[src/rtl/regfile_wb_if.sv]
// Write-back bus shared between the three producers, the register-file
// write port and the read-address hazard lookup.
interface regfile_wb_if #(
    parameter int DATA_W = 32,
    parameter int ADDR_W = 5
);
    logic              alu_valid;
    logic              alu_ready;
    logic [ADDR_W-1:0] alu_addr;
    logic [DATA_W-1:0] alu_data;

    logic              mem_valid;
    logic              mem_ready;
    logic [ADDR_W-1:0] mem_addr;
    logic [DATA_W-1:0] mem_data;

    logic              dbg_valid;
    logic              dbg_ready;
    logic [ADDR_W-1:0] dbg_addr;
    logic [DATA_W-1:0] dbg_data;

    logic              we3;
    logic [ADDR_W-1:0] a3;
    logic [DATA_W-1:0] wd3;

    logic [ADDR_W-1:0] ra1;
    logic [ADDR_W-1:0] ra2;
    logic              hz1;
    logic              hz2;

    modport slave (
        input  alu_valid, alu_addr, alu_data,
        input  mem_valid, mem_addr, mem_data,
        input  dbg_valid, dbg_addr, dbg_data,
        input  ra1, ra2,
        output alu_ready, mem_ready, dbg_ready,
        output we3, a3, wd3,
        output hz1, hz2
    );

    modport master (
        output alu_valid, alu_addr, alu_data,
        output mem_valid, mem_addr, mem_data,
        output dbg_valid, dbg_addr, dbg_data,
        output ra1, ra2,
        input  alu_ready, mem_ready, dbg_ready,
        input  we3, a3, wd3,
        input  hz1, hz2
    );
endinterface

[src/rtl/regfile_wb_arbiter.sv]
// Shares the register file's single write port among ALU, load and debug
// producers through one-entry buffers, and flags RAW hazards on buffered writes.
module regfile_wb_arbiter #(
    parameter int DATA_W = 32,
    parameter int ADDR_W = 5
) (
    input logic         clk,
    input logic         reset,
    regfile_wb_if.slave wb
);
    localparam int ALU = 0;
    localparam int MEM = 1;
    localparam int DBG = 2;

    logic [2:0]        full_q, full_d;
    logic [ADDR_W-1:0] addr_q [3];
    logic [ADDR_W-1:0] addr_d [3];
    logic [DATA_W-1:0] data_q [3];
    logic [DATA_W-1:0] data_d [3];
    logic              mem_older_q, mem_older_d;
    logic              rr_mem_q, rr_mem_d;
    logic              we3_q, we3_d;
    logic [ADDR_W-1:0] a3_q, a3_d;
    logic [DATA_W-1:0] wd3_q, wd3_d;

    logic [2:0]        valid;
    logic [2:0]        ready;
    logic [2:0]        grant;
    logic [2:0]        load;
    logic [ADDR_W-1:0] in_addr [3];
    logic [DATA_W-1:0] in_data [3];
    logic              hz1_any, hz2_any;

    assign valid      = {wb.dbg_valid, wb.mem_valid, wb.alu_valid};
    assign in_addr[ALU] = wb.alu_addr;
    assign in_addr[MEM] = wb.mem_addr;
    assign in_addr[DBG] = wb.dbg_addr;
    assign in_data[ALU] = wb.alu_data;
    assign in_data[MEM] = wb.mem_data;
    assign in_data[DBG] = wb.dbg_data;

    // Grant looks only at buffer state so ready never depends on valid.
    always_comb begin
        grant = '0;
        if (full_q[DBG]) begin
            grant[DBG] = 1'b1;
        end else if (full_q[ALU] && full_q[MEM]) begin
            if (addr_q[ALU] == addr_q[MEM]) begin
                if (mem_older_q) grant[MEM] = 1'b1;
                else             grant[ALU] = 1'b1;
            end else if (rr_mem_q) begin
                grant[MEM] = 1'b1;
            end else begin
                grant[ALU] = 1'b1;
            end
        end else if (full_q[ALU]) begin
            grant[ALU] = 1'b1;
        end else if (full_q[MEM]) begin
            grant[MEM] = 1'b1;
        end
    end

    assign ready = reset ? 3'b111 : (~full_q | grant);

    always_comb begin
        full_d      = full_q;
        load        = '0;
        mem_older_d = mem_older_q;
        rr_mem_d    = rr_mem_q;
        we3_d       = |grant;
        a3_d        = a3_q;
        wd3_d       = wd3_q;
        for (int i = 0; i < 3; i++) begin
            addr_d[i] = addr_q[i];
            data_d[i] = data_q[i];
            // Writes to r0 complete the handshake but never occupy the buffer.
            load[i]   = valid[i] && ready[i] && (in_addr[i] != '0);
            full_d[i] = load[i] || (full_q[i] && !grant[i]);
            if (load[i]) begin
                addr_d[i] = in_addr[i];
                data_d[i] = in_data[i];
            end
            if (grant[i]) begin
                a3_d  = addr_q[i];
                wd3_d = data_q[i];
            end
        end

        // A fresh mem entry is always the younger one; simultaneous loads make alu older.
        if (load[MEM])      mem_older_d = 1'b0;
        else if (load[ALU]) mem_older_d = 1'b1;

        if (grant[ALU])      rr_mem_d = 1'b1;
        else if (grant[MEM]) rr_mem_d = 1'b0;

        if (reset) begin
            full_d      = '0;
            mem_older_d = 1'b0;
            rr_mem_d    = 1'b0;
            we3_d       = 1'b0;
            a3_d        = '0;
            wd3_d       = '0;
        end
    end

    always_ff @(posedge clk) begin
        full_q      <= full_d;
        addr_q      <= addr_d;
        data_q      <= data_d;
        mem_older_q <= mem_older_d;
        rr_mem_q    <= rr_mem_d;
        we3_q       <= we3_d;
        a3_q        <= a3_d;
        wd3_q       <= wd3_d;
    end

    // The issued write lands in the file before sampling, so only buffers count.
    always_comb begin
        hz1_any = 1'b0;
        hz2_any = 1'b0;
        for (int i = 0; i < 3; i++) begin
            if (full_q[i] && (addr_q[i] == wb.ra1)) hz1_any = 1'b1;
            if (full_q[i] && (addr_q[i] == wb.ra2)) hz2_any = 1'b1;
        end
    end

    assign wb.hz1 = !reset && (wb.ra1 != '0) && hz1_any;
    assign wb.hz2 = !reset && (wb.ra2 != '0) && hz2_any;

    assign wb.alu_ready = ready[ALU];
    assign wb.mem_ready = ready[MEM];
    assign wb.dbg_ready = ready[DBG];
    assign wb.we3       = we3_q;
    assign wb.a3        = a3_q;
    assign wb.wd3       = wd3_q;
endmodule
[src/flat_wrapper.sv]
// flat-port wrapper written by rule: the top's interface ports become plain ports
module regfile_wb_arbiter_flat 
#(
    parameter int DATA_W = 32,
    parameter int ADDR_W = 5
)
  (clk, reset, wb_alu_valid, wb_alu_addr, wb_alu_data, wb_mem_valid, wb_mem_addr, wb_mem_data, wb_dbg_valid, wb_dbg_addr, wb_dbg_data, wb_ra1, wb_ra2, wb_alu_ready, wb_mem_ready, wb_dbg_ready, wb_we3, wb_a3, wb_wd3, wb_hz1, wb_hz2);
  regfile_wb_if #(.DATA_W(DATA_W), .ADDR_W(ADDR_W)) wb_i ();
  input logic clk;
  input logic reset;
  input wire logic [$bits(wb_i.alu_valid)-1:0] wb_alu_valid;
  input wire logic [$bits(wb_i.alu_addr)-1:0] wb_alu_addr;
  input wire logic [$bits(wb_i.alu_data)-1:0] wb_alu_data;
  input wire logic [$bits(wb_i.mem_valid)-1:0] wb_mem_valid;
  input wire logic [$bits(wb_i.mem_addr)-1:0] wb_mem_addr;
  input wire logic [$bits(wb_i.mem_data)-1:0] wb_mem_data;
  input wire logic [$bits(wb_i.dbg_valid)-1:0] wb_dbg_valid;
  input wire logic [$bits(wb_i.dbg_addr)-1:0] wb_dbg_addr;
  input wire logic [$bits(wb_i.dbg_data)-1:0] wb_dbg_data;
  input wire logic [$bits(wb_i.ra1)-1:0] wb_ra1;
  input wire logic [$bits(wb_i.ra2)-1:0] wb_ra2;
  output wire logic [$bits(wb_i.alu_ready)-1:0] wb_alu_ready;
  output wire logic [$bits(wb_i.mem_ready)-1:0] wb_mem_ready;
  output wire logic [$bits(wb_i.dbg_ready)-1:0] wb_dbg_ready;
  output wire logic [$bits(wb_i.we3)-1:0] wb_we3;
  output wire logic [$bits(wb_i.a3)-1:0] wb_a3;
  output wire logic [$bits(wb_i.wd3)-1:0] wb_wd3;
  output wire logic [$bits(wb_i.hz1)-1:0] wb_hz1;
  output wire logic [$bits(wb_i.hz2)-1:0] wb_hz2;
  assign wb_i.alu_valid = wb_alu_valid;
  assign wb_i.alu_addr = wb_alu_addr;
  assign wb_i.alu_data = wb_alu_data;
  assign wb_i.mem_valid = wb_mem_valid;
  assign wb_i.mem_addr = wb_mem_addr;
  assign wb_i.mem_data = wb_mem_data;
  assign wb_i.dbg_valid = wb_dbg_valid;
  assign wb_i.dbg_addr = wb_dbg_addr;
  assign wb_i.dbg_data = wb_dbg_data;
  assign wb_i.ra1 = wb_ra1;
  assign wb_i.ra2 = wb_ra2;
  assign wb_alu_ready = wb_i.alu_ready;
  assign wb_mem_ready = wb_i.mem_ready;
  assign wb_dbg_ready = wb_i.dbg_ready;
  assign wb_we3 = wb_i.we3;
  assign wb_a3 = wb_i.a3;
  assign wb_wd3 = wb_i.wd3;
  assign wb_hz1 = wb_i.hz1;
  assign wb_hz2 = wb_i.hz2;
  regfile_wb_arbiter #(.DATA_W(DATA_W), .ADDR_W(ADDR_W)) u_core (.clk(clk), .reset(reset), .wb(wb_i));
endmodule
[config.mk]
export PLATFORM = sky130hd
export DESIGN_NAME = regfile_wb_arbiter_flat
export DESIGN_NICKNAME = d
export VERILOG_FILES = /design/src/rtl/regfile_wb_if.sv /design/src/rtl/regfile_wb_arbiter.sv /design/src/flat_wrapper.sv
export SDC_FILE = /design/constraint.sdc
export NUM_CORES = 1
export LEC_CHECK = 0
export CORE_UTILIZATION = 30
export CTS_BUF_LIST = sky130_fd_sc_hd__clkbuf_4
export DETAILED_ROUTE_END_ITERATION = 7
export MAX_ROUTING_LAYER = met4
export PLACE_DENSITY = 0.63
export SLEW_MARGIN = 20
export SYNTH_ARGS = -nofsm -noshare
export SYNTH_HDL_FRONTEND = slang
export SYNTH_SLANG_ARGS = --single-unit
export TNS_END_PERCENT = 5
[constraint.sdc]
create_clock -name clk -period 7.05 [get_ports clk]
set_input_delay 1.41 -clock clk [delete_from_list [all_inputs] [get_ports clk]]
set_output_delay 1.41 -clock clk [all_outputs]
set_load 0.01 [all_outputs]
==> results by group <==
Synthesis
  – Post-synthesis mux area share: 0.165%
  – Post-synthesis adder-cell area fraction: 0%
  – Synth unique cells: 41
  – EDFF count, synth: 111
  – Xor and xnor area share after synthesis: 5.04%
  – Async S/R FF share, synth: 0%
  – Syn nets: roughly 560
  – Top FF cell, synth: edfxtp_1
  – Cell Area, Synth: 6080 um^2
  – Register bit total from synthesis: 154
  – Syn_area_per_cell: 13.9 um^2
  – Post-synthesis sequential area ratio: 69.0%
  – Largest family of logic cells by synthesized area: compound AO/OA/AOI/OAI gates
  – YS warnings: 0
  – Fraction of the mapped netlist area in simple logic gates: 6.94%
  – Compound-cell area share of the yosys netlist: 16.0%
  – Post-synthesis cell count: around 440

Die
  – Initial Utilization: a little under a third
  – I/O Pins: 169
  – Floorplan row count: 51
  – Die width: 144 um
  – Core ar.: 19700 um^2
  – Die H: between 100 and 150 um
  – Die ar.: around 21000 um^2

Placement
  – Dpl ws: 2.17 ns
  – Gpl congestion: roughly 0.80
  – # port buffers: 167
  – Final HPWL DP: 10800 um

Final layout
  – Area Overhead vs Synth: 38.0%
  – Area of the multi-input gates: 1780 um^2
  – Commonest non-fill, non-tap cell in the layout: clkdlybuf4s50_1
  – Post-layout util: a little over two fifths
  – Antenna Cells: 0
  – Layout cells sized above 1: 9.49%
  – Commonest cells after routing, fill and taps aside: 167 x clkdlybuf4s50_1, 111 x edfxtp_1, 60 x o211ai_1, 43 x dfxtp_1, 37 x nand2_1
  – Register area: 4190 um^2
  – Nets@finish: 724
  – # fillers: between 1500 and 2000

Route
  – Routed WL: 16200 um
  – DR vias/cell: 4.86
  – ANT nets after route: 0
  – Detailed Routing Iterations Pass 1: 4
  – Number of DRC markers in iteration 0: 183
  – Wire per inst: 18.5 um
  – Residual DRC: 0
  – Vias: 4254

Global route
  – Largest net degree at the start of global routing: 69
  – Initial antenna violation count: 0
  – Gr ovfl total: 0
  – Tot GR Track Use: 16.6%
  – Vias in the first global route: ~4600
  – First-pass GRT wire length: approximately 25000 um

Power
  – Total net switching power: between 0.4 and 0.5 mW
  – Combinational power share: 14.2%
  – Clock share of power: a little under a third
  – Power per cell area: approximately 240 nW/um^2
  – Peak supply drop: 0.139 mV
  – Internal power: 1.53 mW
  – Sequential share of power: 54.1%
  – Switching Share: 24.5%
  – Static Leak: ~2.8 nW

Clocking
  – CTS clk-pin slew, worst paths: roughly 0.13 ns
  – Clock tree from TritonCTS: built
  – Postcts setup bufs: 0
  – Htree depth: 4
  – CTS Buf Count: 17
  – Clock Path Buffers: 2
  – PostCTS Resize Cnt: 0
  – # hold bufs at CTS: 0
  – Clk_lat worst skew: 0.52 ns
  – Clk root buf: clkbuf_4
  – Clk sinks: approximately 150

STA
  – Rel. slew slack: roughly a third
  – Max-slew violation count: 0
  – RSZ-0062 raised after global routing: no
  – Final setup viols: 0
  – Achievable Freq: 198 MHz
  – Fin worst setup slack: just over 2 ns
  – Fin Hold WS: 0.509 ns
  – Tcrit/Tclk final: 71.5%
  – Worst-Margin Slew: 0.970 ns
  – Min cycle time layout: 5.04 ns
  – Post-Route Setup TNS: 0 ns
  – Clock skew: roughly 0.026 ns
  – Endpoints failing hold: 0

Min path
  – Hold Path Stages: 2
  – Hold Path Class: flip-flop to flip-flop

Critical path
  – Reg2reg path depth: 7
  – Critical Path Start Type: flip-flop
  – Crit. End Element: output pin
  – Crit path arrival time: 3.63 ns
  – Worst path required time: 5.64 ns
  – Worst Path Class, Setup: flip-flop to output pin
  – CP Max Fanout: 39

Flow run
  – Max cap viols: 0

Status
  – Outcome: completed
## cell families after synthesis
logic type | count (synthesis)
AND/OR/NAND/NOR | 84
flip-flops | 154
other | 1
multiplexers | 1
buffers and inverters | 35
AO/OA/AOI/OAI | 128
XOR/XNOR | 35
## registers in the layout, summed over array words and instances (netlist names)
name	flops
u_core.data_q	96
u_core.wb.wd3	32
u_core.addr_q	15
u_core.wb.a3	5
u_core.full_q	3
u_core.mem_older_q	1
u_core.rr_mem_q	1
u_core.wb.we3	1
## path summary, 6_finish.rpt
kind,start,end,slack [ns]
min,u_core.data_q[28],u_core.wb.wd3[28],0.51
max reg2reg,u_core.addr_q[7],u_core.data_q[51],3.54
max,u_core.addr_q[7],wb_mem_ready,2.01
min reg2reg,u_core.data_q[28],u_core.wb.wd3[28],0.51
## power by group through the flow
stage | Clock, mW | Sequential [mW] | Combinational (mW)
after floorplan | 0 | 1.11 | 0.114
after global placement | 0 | 1.11 | 0.282
after detailed placement | 0 | 1.11 | 0.290
after CTS | 0.662 | 1.09 | 0.291
after global routing | 0.700 | 1.10 | 0.309
final | 0.640 | 1.09 | 0.286
## stage by stage
stage	power [mW]	instance area (um^2)	instances
after global routing	2.11	8390	876
after detailed placement	1.40	8030	844
after floorplan	1.23	6080	438
final	2.02	8390	876
after global placement	1.39	8030	844
after CTS	2.05	8380	876
## cells in the mapped netlist (2+ instances only)
cell type | instances | area (um^2)
xnor2_1 | 11 | 96.3
nor2b_1 | 6 | 37.5
buf_1 | 4 | 15.0
o211ai_1 | 60 | 450
nor4_1 | 6 | 37.5
nand3_1 | 7 | 35.0
xor2_1 | 24 | 210
nand2b_1 | 2 | 12.5
nor2_1 | 5 | 18.8
o21ai_0 | 9 | 45.0
buf_6 | 2 | 22.5
o211a_1 | 4 | 40.0
buf_2 | 13 | 65.1
a31oi_1 | 3 | 18.8
inv_1 | 3 | 11.3
a22oi_1 | 34 | 255
nor3_1 | 7 | 35.0
a21oi_1 | 5 | 25.0
nand2_1 | 37 | 139
dfxtp_1 | 43 | 861
or4_1 | 5 | 37.5
edfxtp_1 | 111 | 3330
clkbuf_1 | 12 | 45.0
o211ai_2 | 8 | 100
## cell type report
type,count,area share [%]
inverter,3,0.134
tap,265,3.95
timing repair buffer,173,20.5
clock buffer,18,1.61
clock inverter,14,2.58
multi-input combinational,249,21.3
sequential,154,50.0
## layer usage
layer	part of all wire (%)	vias to the layer above	track usage, %
met3	5.5	12	4.34
met1	43	2072	19.0
met2	51	156	28.4
met4	1.1	0	5.15
li1	-	2014	-
met5	0	-	-
## critical path, stage by stage (launching register included)
cell	delay, ns
edfxtp_1	0.53
xnor2_1	0.30
a21oi_1	0.11
nand2b_2	0.62
or2_2	0.50
buf_4	0.30
nand3_1	0.15
clkdlybuf4s50_1	0.55
No activity file was read; power rests on OpenSTA's default activity.
